===== src/rtl/knob_encoder_counter_if.sv =====
// ---------------------------------------------------------------------------
// knob_encoder_counter_if
// Bundles the encoder inputs, counter configuration and value outputs of
// knob_encoder_counter.
//   master : drives en, rot_a/b/center, start_value, step, limits, wrap_mode;
//            observes out, changed, dir, at_limit
//   slave  : the counter itself (mirror image of master)
// ---------------------------------------------------------------------------
interface knob_encoder_counter_if #(
    parameter int WIDTH = 12
);
    logic             en;
    logic             rot_a;
    logic             rot_b;
    logic             rot_center;
    logic [WIDTH-1:0] start_value;
    logic [WIDTH-1:0] step;
    logic [WIDTH-1:0] lower_limit;
    logic [WIDTH-1:0] upper_limit;
    logic             wrap_mode;
    logic [WIDTH-1:0] out;
    logic             changed;
    logic             dir;
    logic             at_limit;

    modport master (
        output en, rot_a, rot_b, rot_center, start_value, step,
               lower_limit, upper_limit, wrap_mode,
        input  out, changed, dir, at_limit
    );

    modport slave (
        input  en, rot_a, rot_b, rot_center, start_value, step,
               lower_limit, upper_limit, wrap_mode,
        output out, changed, dir, at_limit
    );
endinterface


===== src/rtl/knob_encoder_counter.sv =====
// ---------------------------------------------------------------------------
// knob_encoder_counter
// Rotary-encoder value counter for front-panel controls. Raw A/B/centre inputs
// are synchronised, debounced, and A/B decoded into detents by a 4-state
// machine. Each detent steps a WIDTH-bit value between runtime limits,
// saturating or wrapping; the centre button reloads start_value.
//
// Ports:
//   clk, rst_n : clock, asynchronous active-low reset
//   bus        : knob_encoder_counter_if.slave (encoder inputs, configuration,
//                out / changed / dir / at_limit)
//
// Build option: define KNOB_ACCEL_EN to multiply the step by
// 2**ACCEL_SHIFT when detents arrive less than ACCEL_WINDOW cycles apart.
// ---------------------------------------------------------------------------
module knob_encoder_counter #(
    parameter int WIDTH           = 12,
    parameter int SYNC_STAGES     = 2,
    parameter int DEBOUNCE_CYCLES = 1000,
    parameter int ACCEL_WINDOW    = 50000,
    parameter int ACCEL_SHIFT     = 2
) (
    input logic                 clk,
    input logic                 rst_n,
    knob_encoder_counter_if.slave bus
);
    // Arithmetic width: room for the shifted step plus a carry bit.
    localparam int AW  = WIDTH + ACCEL_SHIFT + 1;
    localparam int DCW = $clog2(DEBOUNCE_CYCLES + 1);
    localparam logic [DCW-1:0] DEB_LAST = DCW'(DEBOUNCE_CYCLES - 1);

    localparam logic [1:0] ST_IDLE = 2'b00;
    localparam logic [1:0] ST_CW1  = 2'b01;
    localparam logic [1:0] ST_CCW1 = 2'b10;
    localparam logic [1:0] ST_DONE = 2'b11;

    function automatic logic [WIDTH-1:0] clamp(input logic [WIDTH-1:0] x,
                                               input logic [WIDTH-1:0] lo,
                                               input logic [WIDTH-1:0] hi);
        logic [WIDTH-1:0] m;
        m = (x < lo) ? lo : x;
        return (m > hi) ? hi : m;
    endfunction

    // ---------------- synchroniser + debounce (bit 2 = C, 1 = B, 0 = A) ----
    logic [2:0]     raw;
    logic [2:0]     sync_q [SYNC_STAGES];
    logic [2:0]     synced;
    logic [2:0]     filt_q;
    logic [DCW-1:0] deb_cnt_q [3];

    assign raw    = {bus.rot_center, bus.rot_b, bus.rot_a};
    assign synced = sync_q[SYNC_STAGES-1];

    // NOTE: sequential state is assigned with <= so every flop samples the
    // pre-edge value of its neighbours; blocking here would collapse the
    // synchroniser chain into a single flop.
    always_ff @(posedge clk or negedge rst_n) begin
        if (!rst_n) begin
            for (int i = 0; i < SYNC_STAGES; i++) sync_q[i] <= '0;
            for (int i = 0; i < 3; i++) deb_cnt_q[i] <= '0;
            filt_q <= '0;
        end else begin
            sync_q[0] <= raw;
            for (int i = 1; i < SYNC_STAGES; i++) sync_q[i] <= sync_q[i-1];
            for (int i = 0; i < 3; i++) begin
                if (synced[i] == filt_q[i]) begin
                    deb_cnt_q[i] <= '0;
                end else if (deb_cnt_q[i] == DEB_LAST) begin
                    filt_q[i]    <= synced[i];
                    deb_cnt_q[i] <= '0;
                end else begin
                    deb_cnt_q[i] <= deb_cnt_q[i] + 1'b1;
                end
            end
        end
    end

    // ---------------- quadrature decoder ----------------------------------
    logic [1:0] ab;
    logic       centre;
    logic [1:0] state_q, state_d;
    logic       det_up, det_dn;

    assign ab     = {filt_q[0], filt_q[1]};   // {A,B}
    assign centre = filt_q[2];

    // NOTE: every output of this block gets a default first, so no path
    // leaves a signal unassigned and no latch is inferred.
    always_comb begin
        state_d = state_q;
        det_up  = 1'b0;
        det_dn  = 1'b0;
        if (bus.en) begin
            if (ab == 2'b00) begin
                state_d = ST_IDLE;
            end else begin
                case (state_q)
                    ST_IDLE: begin
                        if (ab == 2'b01)      state_d = ST_CW1;
                        else if (ab == 2'b10) state_d = ST_CCW1;
                        else                  state_d = ST_DONE;  // lost detent
                    end
                    ST_CW1: begin
                        if (ab == 2'b10) state_d = ST_CCW1;
                        else if (ab == 2'b11) begin
                            state_d = ST_DONE;
                            det_up  = 1'b1;
                        end
                    end
                    ST_CCW1: begin
                        if (ab == 2'b01) state_d = ST_CW1;
                        else if (ab == 2'b11) begin
                            state_d = ST_DONE;
                            det_dn  = 1'b1;
                        end
                    end
                    default: state_d = ST_DONE;
                endcase
            end
            // Centre press wins over a detent completing in the same cycle.
            if (centre) begin
                state_d = ST_DONE;
                det_up  = 1'b0;
                det_dn  = 1'b0;
            end
        end
    end

    // ---------------- optional acceleration -------------------------------
    logic fast;
`ifdef KNOB_ACCEL_EN
    localparam int ACW = $clog2(ACCEL_WINDOW + 1);
    localparam logic [ACW-1:0] ACC_MAX = ACW'(ACCEL_WINDOW);
    logic [ACW-1:0] acc_q;

    // Reset to the saturated value so the first detent is always slow.
    always_ff @(posedge clk or negedge rst_n) begin
        if (!rst_n)                acc_q <= ACC_MAX;
        else if (det_up || det_dn) acc_q <= '0;
        else if (acc_q != ACC_MAX) acc_q <= acc_q + 1'b1;
    end
    assign fast = (acc_q != ACC_MAX);
`else
    assign fast = 1'b0;
`endif

    // ---------------- value arithmetic ------------------------------------
    logic [WIDTH-1:0] count_q, count_d;
    logic             dir_q, dir_d;
    logic             changed_q;
    logic             load_pending_q;
    logic             limits_ok;
    logic [AW-1:0]    base_w, step_w, eff_w, lo_w, hi_w;

    assign limits_ok = (bus.lower_limit <= bus.upper_limit);
    assign lo_w      = {{(AW-WIDTH){1'b0}}, bus.lower_limit};
    assign hi_w      = {{(AW-WIDTH){1'b0}}, bus.upper_limit};
    assign step_w    = {{(AW-WIDTH){1'b0}}, bus.step};
    assign eff_w     = fast ? (step_w << ACCEL_SHIFT) : step_w;
    // A count left outside freshly changed limits is clamped before stepping.
    assign base_w    = {{(AW-WIDTH){1'b0}},
                        clamp(count_q, bus.lower_limit, bus.upper_limit)};

    always_comb begin
        count_d = count_q;
        dir_d   = dir_q;
        if (load_pending_q) begin
            count_d = clamp(bus.start_value, bus.lower_limit, bus.upper_limit);
        end else if (bus.en && limits_ok) begin
            if (centre) begin
                count_d = clamp(bus.start_value, bus.lower_limit, bus.upper_limit);
            end else if (det_up) begin
                dir_d = 1'b1;
                if (bus.step != '0) begin
                    if (base_w + eff_w <= hi_w) count_d = base_w[WIDTH-1:0] + eff_w[WIDTH-1:0];
                    else if (bus.wrap_mode)     count_d = bus.lower_limit;
                    else                        count_d = bus.upper_limit;
                end
            end else if (det_dn) begin
                dir_d = 1'b0;
                if (bus.step != '0) begin
                    if (base_w >= lo_w + eff_w) count_d = base_w[WIDTH-1:0] - eff_w[WIDTH-1:0];
                    else if (bus.wrap_mode)     count_d = bus.upper_limit;
                    else                        count_d = bus.lower_limit;
                end
            end
        end
    end

    always_ff @(posedge clk or negedge rst_n) begin
        if (!rst_n) begin
            state_q        <= ST_IDLE;
            count_q        <= '0;
            dir_q          <= 1'b0;
            changed_q      <= 1'b0;
            load_pending_q <= 1'b1;
        end else begin
            state_q        <= state_d;
            count_q        <= count_d;
            dir_q          <= dir_d;
            changed_q      <= (count_d != count_q);
            load_pending_q <= 1'b0;
        end
    end

    assign bus.out      = count_q;
    assign bus.changed  = changed_q;
    assign bus.dir      = dir_q;
    assign bus.at_limit = (count_q == bus.lower_limit) || (count_q == bus.upper_limit);
endmodule

===== src/flat_wrapper.sv =====
// flat-port wrapper written by rule: the top's interface ports become plain ports
module knob_encoder_counter_flat 
#(
    parameter int WIDTH           = 12,
    parameter int SYNC_STAGES     = 2,
    parameter int DEBOUNCE_CYCLES = 1000,
    parameter int ACCEL_WINDOW    = 50000,
    parameter int ACCEL_SHIFT     = 2
)
  (clk, rst_n, bus_en, bus_rot_a, bus_rot_b, bus_rot_center, bus_start_value, bus_step, bus_lower_limit, bus_upper_limit, bus_wrap_mode, bus_out, bus_changed, bus_dir, bus_at_limit);
  knob_encoder_counter_if #(.WIDTH(WIDTH)) bus_i ();
  input logic clk;
  input logic rst_n;
  input wire logic [$bits(bus_i.en)-1:0] bus_en;
  input wire logic [$bits(bus_i.rot_a)-1:0] bus_rot_a;
  input wire logic [$bits(bus_i.rot_b)-1:0] bus_rot_b;
  input wire logic [$bits(bus_i.rot_center)-1:0] bus_rot_center;
  input wire logic [$bits(bus_i.start_value)-1:0] bus_start_value;
  input wire logic [$bits(bus_i.step)-1:0] bus_step;
  input wire logic [$bits(bus_i.lower_limit)-1:0] bus_lower_limit;
  input wire logic [$bits(bus_i.upper_limit)-1:0] bus_upper_limit;
  input wire logic [$bits(bus_i.wrap_mode)-1:0] bus_wrap_mode;
  output wire logic [$bits(bus_i.out)-1:0] bus_out;
  output wire logic [$bits(bus_i.changed)-1:0] bus_changed;
  output wire logic [$bits(bus_i.dir)-1:0] bus_dir;
  output wire logic [$bits(bus_i.at_limit)-1:0] bus_at_limit;
  assign bus_i.en = bus_en;
  assign bus_i.rot_a = bus_rot_a;
  assign bus_i.rot_b = bus_rot_b;
  assign bus_i.rot_center = bus_rot_center;
  assign bus_i.start_value = bus_start_value;
  assign bus_i.step = bus_step;
  assign bus_i.lower_limit = bus_lower_limit;
  assign bus_i.upper_limit = bus_upper_limit;
  assign bus_i.wrap_mode = bus_wrap_mode;
  assign bus_out = bus_i.out;
  assign bus_changed = bus_i.changed;
  assign bus_dir = bus_i.dir;
  assign bus_at_limit = bus_i.at_limit;
  knob_encoder_counter #(.WIDTH(WIDTH), .SYNC_STAGES(SYNC_STAGES), .DEBOUNCE_CYCLES(DEBOUNCE_CYCLES), .ACCEL_WINDOW(ACCEL_WINDOW), .ACCEL_SHIFT(ACCEL_SHIFT)) u_core (.clk(clk), .rst_n(rst_n), .bus(bus_i));
endmodule

===== config.mk =====
export PLATFORM = sky130hd
export DESIGN_NAME = knob_encoder_counter_flat
export DESIGN_NICKNAME = d
export VERILOG_FILES = /design/src/rtl/knob_encoder_counter_if.sv /design/src/rtl/knob_encoder_counter.sv /design/src/flat_wrapper.sv
export SDC_FILE = /design/constraint.sdc
export NUM_CORES = 1
export LEC_CHECK = 0
export CAP_MARGIN = 20
export CORE_MARGIN = 10
export CORE_UTILIZATION = 60
export CTS_CLUSTER_SIZE = 25
export DETAILED_ROUTE_END_ITERATION = 10
export MAX_ROUTING_LAYER = met4
export PLACE_DENSITY = 0.83
export SLEW_MARGIN = 20
export SYNTH_ARGS = -nofsm -noshare
export SYNTH_HDL_FRONTEND = slang
export SYNTH_SLANG_ARGS = --single-unit

===== constraint.sdc =====
create_clock -name clk -period 8.5 [get_ports clk]
set_input_delay 2.55 -clock clk [delete_from_list [all_inputs] [get_ports clk]]
set_output_delay 2.55 -clock clk [all_outputs]
set_load 0.01 [all_outputs]

* After elaboration in Yosys (flattened, before gate mapping)
Index checks and enable logic that the tools add are counted.
** Word-level totals
- Register bits :: 56
- Latch bits :: 0
- Memory bits (writable) :: 0
- ROM bits :: 0
- Logic and storage cells :: 98
- Memories :: 0
** Operators by class
- $add $sub $neg :: 7
- $mul :: 0
- Divide/modulo/power cells :: 0
- Order comparisons :: 7
- Equal/unequal tests :: 14
- Shifts and indexed selects :: 0
- Multiplexer cells :: 42
- Bitwise gates (word level) :: 5
- Reduce and logical (&&, ||, !) cells :: 10
** Operator list (number)
- $mux W12 :: 15
- $mux W10 :: 6
- $add A10 B1 Y10 const B :: 3
- $eq A10 B10 Y1 const B :: 3
- $add A12 B12 Y13 :: 2
- $eq A12 B12 Y1 :: 2
- $gt A12 B12 Y1 :: 2
- $lt A12 B12 Y1 :: 2
- $ge A12 B15 Y1 :: 1
- $le A15 B12 Y1 :: 1
- $mux W1 :: 14
- $add A12 B12 Y12 :: 1
- $le A12 B12 Y1 :: 1
- $mux W2 :: 6
- $ne A12 B12 Y1 :: 1
- $reduce_bool A12 Y1 :: 1
- $sub A12 B12 Y12 :: 1
- $eq A2 B2 Y1 const B :: 3
- $pmux W2 S3 :: 1
- $reduce_and A2 Y1 :: 3
- $not A1 Y1 :: 5
- $eq A2 B1 Y1 const B :: 2
- $logic_not A2 Y1 :: 2
- $reduce_and A4 Y1 :: 1
- 4 further kinds :: 6

* Logic depth before layout (Yosys ltp)
- Depth after elaboration :: 13
- Mapped depth :: 40

* Worst setup path before layout
Ideal clock, no wire load.
- Kind :: input -> register
- From :: in bus_lower_limit[9]
- To :: reg u_core.changed_q (netlist: u_core.bus.changed)
- Setup time :: 0.138 ns
- Arrival :: 9.873 ns
- Data required time :: 8.362 ns
- Path slack :: -1.512 ns
- Stages :: 35
- Buffers on the path :: 2
- Cell sequence :: inv_1 ha_1 a21o_1 a21o_1 a21oi_1 o211ai_1 clkbuf_1 nand2_1 o21ai_0 ha_1 a21o_1 a21o_1 a21oi_1 nor2_1 a2111oi_0 nor2_1 clkbuf_1 a21oi_1 ha_1 a221oi_1 o221ai_1 o22ai_1 xnor2_1 ha_1 nand4_1 nor2_1 a2111o_1 o31ai_4 nand2_2 mux2_4 a221oi_4 o22ai_2 a211oi_2 o311ai_1 or4_1
** Between the ends
- Word-level cells in the longest chain between the ends :: 13
- Elaborated cells on any way between the ends :: 28
- Classes of those cells :: add/sub: 4; order compare: 7; eq/ne: 1; mux: 15; reduce/logical: 1
** Ends and longest elaborated chain
- start, declared :: RTL line flat_wrapper.sv:20 : input wire logic [$bits(bus_i.lower_limit)-1:0] bus_lower_limit;
- $lt A12 B12 Y1 :: RTL line knob_encoder_counter.sv:41 : m = (x < lo) ? lo : x;
- $mux W12 :: RTL line knob_encoder_counter.sv:41
- $gt A12 B12 Y1 :: RTL line knob_encoder_counter.sv:42 : return (m > hi) ? hi : m;
- $mux W12 :: RTL line knob_encoder_counter.sv:42
- $add A12 B12 Y13 (tied with other cells) :: RTL line knob_encoder_counter.sv:176 : if (base_w + eff_w <= hi_w) count_d = base_w[WIDTH-1:0] + eff_w[WIDTH-1:0];
- $le A15 B12 Y1 / $mux W12 (equally long branches) :: RTL line knob_encoder_counter.sv:176, knob_encoder_counter.sv:183
- $mux W12, on equally long branches :: RTL line knob_encoder_counter.sv:176, knob_encoder_counter.sv:182
- $mux W12, on equally long branches :: RTL line knob_encoder_counter.sv:175, knob_encoder_counter.sv:180
- $mux W12 :: RTL line knob_encoder_counter.sv:173 : end else if (det_up) begin
- $mux W12 :: RTL line knob_encoder_counter.sv:171 : if (centre) begin
- $mux W12 :: RTL line knob_encoder_counter.sv:170 : end else if (bus.en && limits_ok) begin
- $mux W12 (*) :: RTL line knob_encoder_counter.sv:168 : if (load_pending_q) begin
- $ne A12 B12 Y1 (*) :: RTL line knob_encoder_counter.sv:202 : changed_q <= (count_d != count_q);
- end signal, assigned :: RTL line knob_encoder_counter.sv:202
- end, declared :: RTL line knob_encoder_counter.sv:151 : logic changed_q;
Every way passes the cells marked *; elsewhere a longest branch is shown, timed or not.
A chain may end at the register's enable or synchronous reset.

* Final worst setup path
- From :: in bus_lower_limit[8]
- To :: reg u_core.changed_q (netlist: u_core.bus.changed)
Same word-level chain as after synthesis.

==> flow_summary_export.csv <==
group,metric,value,unit
pwr,seqPwrFrac,0.089,
cts,numCtsBuffers,5,
drt,ant_nets,0,
die,start_util,0.612,
logic_synthesis,yosysTopAreaCell,"ha_1",
sta,tightestPinTransition,1.38,ns
drt,firstDrtPassIters,11,
drt,routedWlPerCell,27.4,um
pwr,p_per_area,317,mW/mm^2
cts,clockBufferDepth,2,
outcome,violations,"DRC, setup timing",
placed_design,io_buffers,69,
pwr,power_frac_clock,0.069,
drt,routed_via_density,7.24,
setup_path,cpPeakStageDelay,0.66,ns
sta,finalClockSkew,0.00445,ns
drt,drtIter0Drc,2017,
logic_synthesis,ys.warnings.count,0,
logic_synthesis,synth-simple-area-share,0.195,
cells_and_area,fin_nets,1447,
min_path,min-delay-path-class,"flop to flop",
setup_path,path_max_fanout,6,
global_routing,first_global_vias,9567,
sta,period_share,1.26,
logic_synthesis,yosys-top-cells-count,"123 x ha_1, 107 x nor2_1, 77 x nand2_1, 74 x a21oi_1, 66 x inv_1",
logic_synthesis,netlist_instances,972,
setup_path,cp.required,8.68,ns
cts,clk_pin_slew_worst_paths,0.07,ns
logic_synthesis,synth_compound_area_frac,0.236,
sta,setup_ws,-2.24,ns
logic_synthesis,netlist_area,0.00773,sq mm
logic_synthesis,synth.most_common_cell,"ha_1",
sta,tns,-16.44,ns
pwr,swShare,0.471,
setup_path,crit_type,"input pin to flop",
setup_path,startpoint_type,"input pin",
logic_synthesis,synthMuxAreaShare,0.0491,
placed_design,place_inst,1375,
logic_synthesis,synthTopCellsByArea,"ha_1 20%, dfrtp_1 18%, nor2_1 5.2%, a21oi_1 4.8%, xnor2_1 4.5%",
cells_and_area,post-route-util,0.902,
sta,min_period,10.74,ns
pwr,switchingPower,1.70,mW
global_routing,antenna_found_initial,0,
cts,clk_latency,0.30,ns
logic_synthesis,synth-async-reset-ratio,1.00,
die,fp-row-count,41,
placed_design,hpwl,24500,um
setup_path,cp-end-kind,"flop",
global_routing,grt_max_degree,57,
outcome,status,"finished, violations left",
cells_and_area,final_area,0.0114,sq mm
sta,maxSlewViolCount,0,
logic_synthesis,synth.distinct_cells,86,
placed_design,dp_slack,-2.09,ns
logic_synthesis,syn_avg_cell_area,7.95,sq um
cts,cts_tree,"built",
logic_synthesis,synth_top_family_by_area,"compound AO/OA/AOI/OAI gates",
sta,relSlewSlack,0.0753,
setup_path,worst_ep_arrival_time,10.92,ns
drt,num_vias,10423,
die,ioPinCount,70,
drt,routed_wl,39500,um
logic_synthesis,synth_xor_area_frac,0.0794,
cells_and_area,drive_gt1_frac,0.331,
logic_synthesis,synth.ff_latch_count,56,
global_routing,grt_overflow,0,
job,maxCapViolCount,0,
sta,rsz0062_at_grt,"true",
logic_synthesis,synth_top_area_frac,0.199,
logic_synthesis,synth-edff-count,0,
sta,finalHoldViolCount,0,
placed_design,dpl_cell_area,0.0101,sq mm
logic_synthesis,synth_fa_ha_area_frac,0.207,
cells_and_area,stdcell_count,1439,
placed_design,gp_congestion,1.11,
cts,htreeDepth,2,
cells_and_area,area_delta_synth_final,47.4,%
die,fp.dieH,133,um
die,die_width,133,um
global_routing,grt.total_usage,0.367,
logic_synthesis,synth_fp_nets,1153,
drt,drc,3,
pwr,p_int,1.91,mW
logic_synthesis,ys_dominant_reg_cell,"dfrtp_1",
global_routing,grt_first_pass_wirelength,51200,um
sta,max_freq,93.1,MHz
sta,setup_viol,13,
die,coreArea,0.0126,sq mm
setup_path,path_common_cell,"buf_4",
die,die_area,0.0178,sq mm
cts,clock-root-buffer,"clkbuf_16",
cells_and_area,diodes,0,
setup_path,cp_slowest_cell,"a311oi_1",
cts,holdBufCountCts,0,
pwr,p_leak,5.28,nW
cts,cts_num_sinks,56,
pwr,pwr-share-comb,0.842,
pwr,ir_drop,258,uV
logic_synthesis,seq_area_frac_synth,0.182,
## state kept, by name, indices dropped and copies added (netlist names)
register	flops
u_core.bus.out	12
u_core.sync_q	3
u_core.deb_cnt_q	30
u_core.bus.dir	1
u_core.synced	3
u_core.bus.changed	1
u_core.state_q	2
u_core.filt_q	3
u_core.load_pending_q	1
## final cells by class
cell class                      instances  area (sq um)
Timing Repair Buffer                  319          2660
Tap cell                              172           215
Fill cell                             566          1230
Inverter                               67           274
Clock buffer                            6           139
Multi-Input combinational cell        817          6650
Clock inverter                          2          38.8
Sequential cell                        56          1400
## worst max-delay path: cells and delay by family
kind	cells	cell delay, ns
AOI/OAI and AO/OA	12	3.40
and+or+nand+nor	12	2.21
buffers and inverters	8	1.21
adders and majority gates	4	1.20
xor gates and xnor gates	1	0.19
muxes	1	0.15
## cells in the final DEF (no fill, tap or decap), types with 8 or more instances in the layout
cell,Yosys,layout
a211oi_1,16,12
a21o_1,16,16
a21oi_1,74,48
a21oi_2,2,23
a31oi_1,10,8
and3_1,14,14
buf_4,1,228
buf_6,1,22
clkdlybuf4s50_1,0,56
dfrtp_1,55,55
ha_1,123,106
ha_4,0,14
inv_1,66,55
inv_2,1,9
mux2_2,8,8
mux2i_1,26,23
nand2_1,77,73
nand2b_1,9,9
nand3_1,19,17
nand4_1,20,20
nor2_1,107,95
nor2_2,0,8
nor3_1,17,15
nor4_1,11,9
o211ai_1,9,9
o21ai_0,56,40
o21ai_1,4,15
o22ai_1,11,8
xnor2_1,40,36
xor2_1,30,30
## worst paths after layout
| kind | startpoint | to | slack, ns | depth (start not counted) |
|---|---|---|---|---|
| min reg2reg | u_core.sync_q[3]$_DFF_PN0_ | u_core.synced[0]$_DFF_PN0_ | 0.35 | 0 |
| max | bus_lower_limit[8] | u_core.bus.changed$_DFF_PN0_ | -2.24 | 38 |
| min | u_core.sync_q[3]$_DFF_PN0_ | u_core.synced[0]$_DFF_PN0_ | 0.35 | 0 |
| min in group asynchronous | rst_n | u_core.bus.out[6]$_DFF_PN0_ | 2.37 | 2 |
| max in group asynchronous | rst_n | u_core.deb_cnt_q[20]$_DFF_PN0_ | 5.65 | 2 |
| max reg2reg | u_core.bus.out[7]$_DFF_PN0_ | u_core.bus.changed$_DFF_PN0_ | -0.43 | 37 |
## through the flow
| step | hold slack (ns) | power [mW] |
|---|---|---|
| global placement | 0.332 | 2.34 |
| finish | 0.354 | 3.61 |
| global route | 0.364 | 3.72 |
| detailed placement | 0.343 | 2.39 |
| CTS | 0.359 | 2.97 |
| floorplan | 0.331 | 1.47 |
## cell families (layout without fill, tap and decap cells)
| logic type | Yosys count | in the layout |
|---|---|---|
| AND/OR/NAND/NOR | 314 | 315 |
| AO/OA/AOI/OAI | 269 | 269 |
| adder cells (fa/ha/maj) | 126 | 126 |
| buffers and inverters | 100 | 394 |
| XOR/XNOR | 70 | 70 |
| flip-flops | 56 | 56 |
| multiplexers | 36 | 36 |
| other | 1 | 1 |
## routing by layer
layer / wire length (um) / GRT usage / part of all wire
met3: 6030 / 0.0853 / 0.15
met4: 4270 / 0.245 / 0.11
met2: 16300 / 0.561 / 0.41
met1: 12900 / 0.423 / 0.33
met5: 0 / - / 0
## power by group through the flow
stage	clock [mW]	combinational, mW	sequential, mW
6_report	0.249	3.04	0.321
3_3_place_gp	0	2.03	0.318
2_1_floorplan	0	1.16	0.316
5_1_grt	0.257	3.15	0.320
3_5_place_dp	0	2.07	0.319
4_1_cts	0.245	2.41	0.316
## what timing repair did
action | CTS | global route
gates cloned | 1 | 2
pin swaps | 41 | 53
setup endpoints to repair | 13 | 13
resized for setup | 104 | 94
setup buffers | 37 | 17
(Power assumes the default switching activity.)
